`config.mk`:
```
export PLATFORM = sky130hd
export DESIGN_NAME = strassen_combine
export DESIGN_NICKNAME = d
export VERILOG_FILES = /design/src/rtl/strassen_pkg.sv /design/src/rtl/strassen_accum.sv /design/src/rtl/strassen_combine.sv
export SDC_FILE = /design/constraint.sdc
export NUM_CORES = 1
export LEC_CHECK = 0
export CAP_MARGIN = 20
export CORE_MARGIN = 3
export CORE_UTILIZATION = 54
export DETAILED_ROUTE_END_ITERATION = 12
export PLACE_DENSITY = 0.72
export SLEW_MARGIN = 10
export SYNTH_ARGS = -nofsm -noshare
export SYNTH_HDL_FRONTEND = slang
export SYNTH_SLANG_ARGS = --single-unit
```
`constraint.sdc`:
```
create_clock -name clk -period 10.8 [get_ports clk]
set_input_delay 2.16 -clock clk [delete_from_list [all_inputs] [get_ports clk]]
set_output_delay 2.16 -clock clk [all_outputs]
set_load 0.02 [all_outputs]
```
`src/rtl/strassen_pkg.sv`:
```
// strassen_pkg: shared constants, sign table and state encoding for the Strassen combine stage
package strassen_pkg;
  localparam int M1_IDX = 0;
  localparam int M2_IDX = 1;
  localparam int M3_IDX = 2;
  localparam int M4_IDX = 3;
  localparam int M5_IDX = 4;
  localparam int M6_IDX = 5;
  localparam int M7_IDX = 6;
  localparam int C11_IDX = 0;
  localparam int C12_IDX = 1;
  localparam int C21_IDX = 2;
  localparam int C22_IDX = 3;
  localparam logic [1:0] ADD = 2'b10;
  localparam logic [1:0] SUB = 2'b01;
  localparam logic [1:0] NOP = 2'b00;
  typedef enum logic [2:0] {IDLE, READ, DRAIN, WRITE, DONE} state_t;
  localparam logic [6:0][3:0][1:0] SIGN_TAB = {
    {NOP, NOP, NOP, ADD},
    {ADD, NOP, NOP, NOP},
    {NOP, NOP, ADD, SUB},
    {NOP, ADD, NOP, ADD},
    {ADD, NOP, ADD, NOP},
    {SUB, ADD, NOP, NOP},
    {ADD, NOP, NOP, ADD}
  };
endpackage

```
`src/rtl/strassen_accum.sv`:
```
// strassen_accum: four quadrant accumulators driven by the product sign table
module strassen_accum
  import strassen_pkg::*;
#(
  parameter int WIDTH = 32
) (
  input  logic                  clk,
  input  logic                  reset,
  input  logic                  clear,
  input  logic                  valid,
  input  logic [2:0]            k,
  input  logic [WIDTH-1:0]      data,
  output logic [3:0][WIDTH-1:0] acc
);
  always_ff @(posedge clk) begin
    for (int q = 0; q < 4; q++) begin
      if (reset || clear) acc[q] <= '0;
      else if (valid) acc[q] <= SIGN_TAB[k][q][1] ? acc[q] + data :
                                SIGN_TAB[k][q][0] ? acc[q] - data : acc[q];
    end
  end
endmodule

```
`src/rtl/strassen_combine.sv`:
```
// strassen_combine: reads M1..M7, forms C11..C22 via Strassen post-additions, writes them back
module strassen_combine
  import strassen_pkg::*;
#(
  parameter int WIDTH  = 32,
  parameter int ADDR_W = 4,
  parameter int M_BASE = 0,
  parameter int C_BASE = 8
) (
  input  logic              clk,
  input  logic              reset,
  input  logic              start,
  output logic              busy,
  output logic              done,
  output logic              rd_en,
  output logic [ADDR_W-1:0] rd_addr,
  input  logic [WIDTH-1:0]  rd_data,
  output logic              wr_en,
  output logic [ADDR_W-1:0] wr_addr,
  output logic [WIDTH-1:0]  wr_data
);
  state_t state, state_n;
  logic [2:0] idx, tag_k;
  logic [1:0] widx;
  logic tag_v;
  logic [3:0][WIDTH-1:0] acc;
  always_ff @(posedge clk) begin
    if (reset) begin
      state <= IDLE;
      idx   <= '0;
      widx  <= '0;
      tag_v <= 1'b0;
      tag_k <= '0;
    end else begin
      state <= state_n;
      idx   <= state == READ ? idx + 3'd1 : '0;
      widx  <= state == WRITE ? widx + 2'd1 : '0;
      tag_v <= state == READ;
      tag_k <= idx;
    end
  end
  always_comb begin
    state_n = state;
    state_n = state == IDLE  ? (start ? READ : IDLE) :
              state == READ  ? (idx == 3'd6 ? DRAIN : READ) :
              state == DRAIN ? WRITE :
              state == WRITE ? (widx == 2'd3 ? DONE : WRITE) : IDLE;
  end
  strassen_accum #(.WIDTH(WIDTH)) u_accum (
    .clk   (clk),
    .reset (reset),
    .clear (state == IDLE && start),
    .valid (tag_v),
    .k     (tag_k),
    .data  (rd_data),
    .acc   (acc)
  );
  assign busy    = state != IDLE;
  assign done    = state == DONE;
  assign rd_en   = state == READ;
  assign wr_en   = state == WRITE;
  assign rd_addr = rd_en ? ADDR_W'(M_BASE) + ADDR_W'(idx) : '0;
  assign wr_addr = wr_en ? ADDR_W'(C_BASE) + ADDR_W'(widx) : '0;
  assign wr_data = wr_en ? acc[widx] : '0;
endmodule

```
* Yosys cells after proc, flatten, opt, wreduce, memory -nomap -nowiden
Memory sizes are Yosys's and may differ from the RTL's. A register that Yosys moved wholly into a read port is not among the register bits.
Index checks and enable logic that the tools add are counted.
** Cells by class
- Add/subtract/negate cells :: 11
- Multiply operators :: 0
- Divide/modulo/power cells :: 0
- Magnitude comparators :: 2
- Equal/unequal tests :: 6
- Shift-type cells :: 0
- Muxes and demuxes :: 22
- Bitwise operators :: 2
- Reduce and logical (&&, ||, !) cells :: 14
** Operator list (count)
- 32-bit 2-to-1 mux :: 10
- 32-bit adder :: 4
- 32-bit subtractor :: 4
- 32-bit binary-select mux with 2-bit select :: 1
- 3-bit 2-to-1 mux :: 7
- 8-bit 2-to-1 mux :: 1
- 2-bit AND reduction :: 4
- 2-bit nonzero test :: 4
- 3-bit by 2-bit == test with 1-bit output, second input constant :: 2
- 3-bit == test, second input constant :: 2
- 4-bit by 2-bit adder with 4-bit output, first input constant :: 1
- 3-bit by 4-bit less-than comparator with 1-bit output, second input constant :: 1
- 4-bit 2-to-1 mux :: 1
- 2-bit OR reduction :: 2
- 3-bit by 1-bit adder with 3-bit output, second input constant :: 1
- 3-bit by 1-bit == test with 1-bit output, second input constant :: 1
- 3-bit logical NOT :: 1
- 2-bit by 3-bit less-than comparator with 1-bit output, second input constant :: 1
- 3-bit nonzero test :: 1
- 2-bit by 1-bit adder with 2-bit output, second input constant :: 1
- 2-bit == test, second input constant :: 1
- 2-bit 2-to-1 mux :: 1
- 1-bit NOT :: 2
- 1-bit logical AND :: 1
- other kinds (2) :: 2
** Word-level totals
- Register bits :: 140
- Latch bits :: 0
- RAM bits :: 0
- Memory bits (read-only) :: 64
- Bits of input ports :: 35
- Memories :: 1
** Memories
- (name not given) :: depth 8, width 8, read ports 1, clocked after Yosys merged registers in 1, write ports 0, RTL line strassen_accum.sv:18 : else if (valid) acc[q] <= SIGN_TAB[k][q][1] ? acc[q] + data :

* Depth between registers and ports, before layout
- Depth after elaboration :: 6
- Depth in mapped cells :: 20
- Mapped depth without buffers :: 20

* By module
Synthesis repeated with hierarchy kept, for this count alone.
** Unflattened totals
- Cell total of the unflattened synthesis :: 1932
- Area, all modules :: 14406.3 um^2
** By module, submodules not included
- strassen_accum :: times used 1, cells each 1768, area each 12959.9 um^2
- strassen_combine :: times used 1, cells each 164, area each 1446.4 um^2

* Least setup slack after synthesis
OpenSTA, ideal clock, no wires.
- Path type :: input -> register
- Start :: input rd_data[5]
- End :: register u_accum.acc[89] (netlist name)
- Arrival time :: 6.039 ns
- Data required time :: 10.678 ns
- Slack :: 4.639 ns
- Cell stages on the path :: 19
- Path buffers :: 1
- Cells stage by stage :: buf_6 -> or3_4 -> or2_4 -> nor3_4 -> nor3b_2 -> nand2b_1 -> nor2_1 -> nor2_1 -> xor2_1 -> ha_1 -> a21oi_1 -> o21bai_1 -> a21oi_1 -> nor2_1 -> a211oi_1 -> a21oi_1 -> o2111a_1 -> o21a_1 -> a311o_1
** Between the ends
- Cells in the longest elaborated chain, start to end :: 3
** RTL lines
- start: declaration :: RTL line strassen_combine.sv:17 : input logic [WIDTH-1:0] rd_data,
- 32-bit subtractor :: RTL line strassen_accum.sv:19 : SIGN_TAB[k][q][0] ? acc[q] - data : acc[q];
- 32-bit 2-to-1 mux :: RTL line strassen_accum.sv:19
- 32-bit 2-to-1 mux (*) :: RTL line strassen_accum.sv:18
- end signal: indexed assignment :: RTL line strassen_accum.sv:18
- end: declaration :: RTL line strassen_accum.sv:13 : output logic [3:0][WIDTH-1:0] acc
Every way passes the cells marked *; elsewhere a longest branch is shown, timed or not. The select of a mux whose other input is x is not followed.
A chain may end at the register's enable or synchronous reset.

* Final worst setup path
- Start :: input rd_data[0]
- End :: register u_accum.acc[89] (netlist name)
The elaborated chain is that of the path after synthesis.

==> summary.txt <==
Layout
  – Diode count: 0
  – Fin nets: 2092
  – Most common cell after layout, fill and taps aside: nand2_1
  – Area growth from synthesis to layout: 10.1%
  – Design area: 16200 um^2
  – Share of cells above drive strength 1: 0.0650
  – Most frequent cells in the layout: 238 x nand2_1, 203 x nor2_1, 192 x a21oi_1
  – Fin cells: 2242
  – Fillcell total: 2394

Clocking
  – Post-cts gate resize count: 0
  – Hold-fix buffer count after cts: 0
  – Clock sink count: 143
  – Root Buffer: clkbuf_16
  – CTS H-tree depth: 4
  – Maximum clock insertion buffer count: 2
  – CTS Buf Count: 17
  – CTS tree: done
  – Postcts setup bufs: 0
  – Clock latency at the later pin of the worst-skew pair: 450 ps
  – Clock transition at the registers of the reported paths: 70 ps

Synthesis
  – Synth Flop Type: dfxtp_1
  – Sequential share of the synthesized area: 0.195
  – Cells after Synth: 1899
  – Post-synth top area share: 0.195
  – Synth cell types: 91
  – #FFs+latches synth: 143
  – Syn. warnings: 0
  – Area contributors post-synth: dfxtp_1 19%, ha_1 14%, xor2_1 8.9%
  – Post-Syn Area per Cell: 7.75 um^2
  – Post-synth ARST share: 0
  – Yosys top cell by area: dfxtp_1
  – Post-synth EDFFs: 0
  – Syn Std Cell Area: 14700 um^2

Timing
  – Fin crit share: 0.637
  – Final Hold Viols: 0
  – Unrepaired setup endpoints after global routing: false
  – Max-slew violations: 0
  – FMAX: 0.145 GHz
  – TNS Setup: 0 ps
  – Fin crit period: 6880 ps
  – Relative slew slack: 0.229
  – Final WS setup: 3920 ps
  – Final setup vio count: 0
  – Worst Skew: 9.19 ps
  – Worst-Margin Slew: 1150 ps

Drt
  – Number of antenna-violating nets in the routed design: 0
  – Detailed Route Iter0 Violations: 1311
  – First-pass DRT Iterations: 5
  – Total Wirelength: 45.3 mm
  – Drt via density: 6.18
  – DRC viols: 0
  – Vias: 13900
  – Wire per inst: 20.2 um

Placed design
  – RePlAce Congestion: 0.932
  – # port buffers: 76
  – Setup WS pre-CTS: 3590 ps
  – Detail Placement HPWL: 34.3 mm
  – Inst Count DP: 2209
  – Area after DPL: 15600 um^2

Floorplanning
  – Chip width: 171 um
  – Die Ht: 171 um
  – Die ar.: 29300 um^2
  – Row count: 59
  – Ports: 79
  – Core area: 26400 um^2
  – Initial Util: 0.557

Power and ir drop
  – Tot Pwr: 1.58 mW
  – Clock power share: 0.409
  – Reported net switching power: 0.523 mW
  – Sequential share of power: 0.349
  – Internal power: 1.06 mW
  – Sw frac: 0.330
  – Total leakage power: 6.94 nW
  – Gate power share: 0.242
  – Peak VDD IR: 0.103 mV
  – Power per Cell Area: 97.8 nW/um^2

Critical path
  – CP arrival: 7220 ps
  – CP required: 11140 ps
  – Critical Path Start Type: input port
  – Crit-path max FO: 7
  – Crit. End Element: flop
  – Setup CP Type: input port to flop

Global routing
  – Largest net degree at the start of global routing: 67
  – Vias in the first global route: 12600
  – Global-route wire length before repair: 70.0 mm
  – All-Layer GR Usage: 0.307
  – Antenna violations before repair: 1
  – Grt total ovfl: 0

Run status
  – Outcome: finished, final reports clean

Job
  – MaxCap Viol Count: 0

Hold path
  – Hold Path Class: flop to flop
registers in the layout, summed over array words and instances, names as in the netlist, named ones only:
signal / count
idx: 3
tag_v: 1
widx: 2
u_accum.acc: 128
state: 3
routing by layer:
layer / part of all wire / vias to the layer above / track usage
li1: - / 6712 / -
met1: 0.47 / 6580 / 0.461
met2: 0.42 / 508 / 0.446
met3: 0.092 / 54 / 0.0693
met4: 0.019 / 2 / 0.0728
met5: 0.00029 / - / 0
layout make-up:
class	instances	area (um^2)	share of cell area
Multi-Input combinational cell	1613	11300	0.698
Sequential cell	143	2870	0.177
Timing Repair Buffer	91	886	0.0547
Clock buffer	18	439	0.0271
Tap cell	335	419	0.0259
Clock inverter	14	178	0.0110
Inverter	28	105	0.00649
power groups by stage:
stage                     clock (mW)  sequential, mW  combinational [mW]
after global placement             0           0.564               0.366
after detailed placement           0           0.564               0.373
after global routing           0.676           0.554               0.420
after CTS                      0.653           0.552               0.377
after floorplan                    0           0.557               0.288
final                          0.648           0.553               0.384
metrics by stage:
step,utilization,hold slack [ps]
finish,0.613,429
CTS,0.612,425
detailed placement,0.589,417
global placement,0.589,413
floorplan,-,443
global route,0.613,445
worst max-delay path, cell delays in order:
cell and delay (ps):
clkdlybuf4s50_1 580, inv_1 120, ha_1 230, nand2b_1 120, or2_4 280, nor3_4 240, nor3b_2 350, nand2b_1 170
nor2_1 240, nor2_1 80, xor2_1 170, ha_1 350, a21oi_1 250, o21bai_1 90, a21oi_1 190, nor2_1 60
a211oi_1 510, a21oi_1 250, o2111a_1 310, o21a_1 160, a311o_1 300
path summary, 6_finish.rpt:
check        cells after the start  slack [ps]              end        from
max                             21        3920  u_accum.acc[89]  rd_data[0]
min                              1         430          widx[0]     widx[0]
max reg2reg                     12        6770  u_accum.acc[94]        flop
min reg2reg                      1         430          widx[0]     widx[0]
synthesized netlist by cell type (10+ instances only):
master and number:
dfxtp_1 143, nor4_1 10, nor3_1 34, nand2b_1 17, or3_1 13, mux4_2 32
a211oi_1 25, o21ai_0 75, xnor2_1 63, xor2_1 150, nor3b_1 10, nand2_1 238
nand4_1 19, nand3_1 49, ha_1 159, o21bai_1 17, clkbuf_1 76, a31oi_1 10
o21a_1 16, a21oi_1 193, buf_2 10, buf_1 24, and3_1 11, nor2_1 203
and2_1 49, inv_1 28, o211ai_1 19, a21o_1 70
kinds of logic (layout without fill, tap and decap cells):
logic type,count (synthesis),in the layout,share of synthesized area
adder cells (fa/ha/maj),163,163,0.141
other,1,2,0.000255
AND/OR/NAND/NOR,701,701,0.229
XOR/XNOR,214,214,0.128
multiplexers,41,41,0.0554
buffers and inverters,144,151,0.0395
AO/OA/AOI/OAI,492,492,0.213
flip-flops,143,143,0.195
No activity file was read; power rests on OpenSTA's default activity.
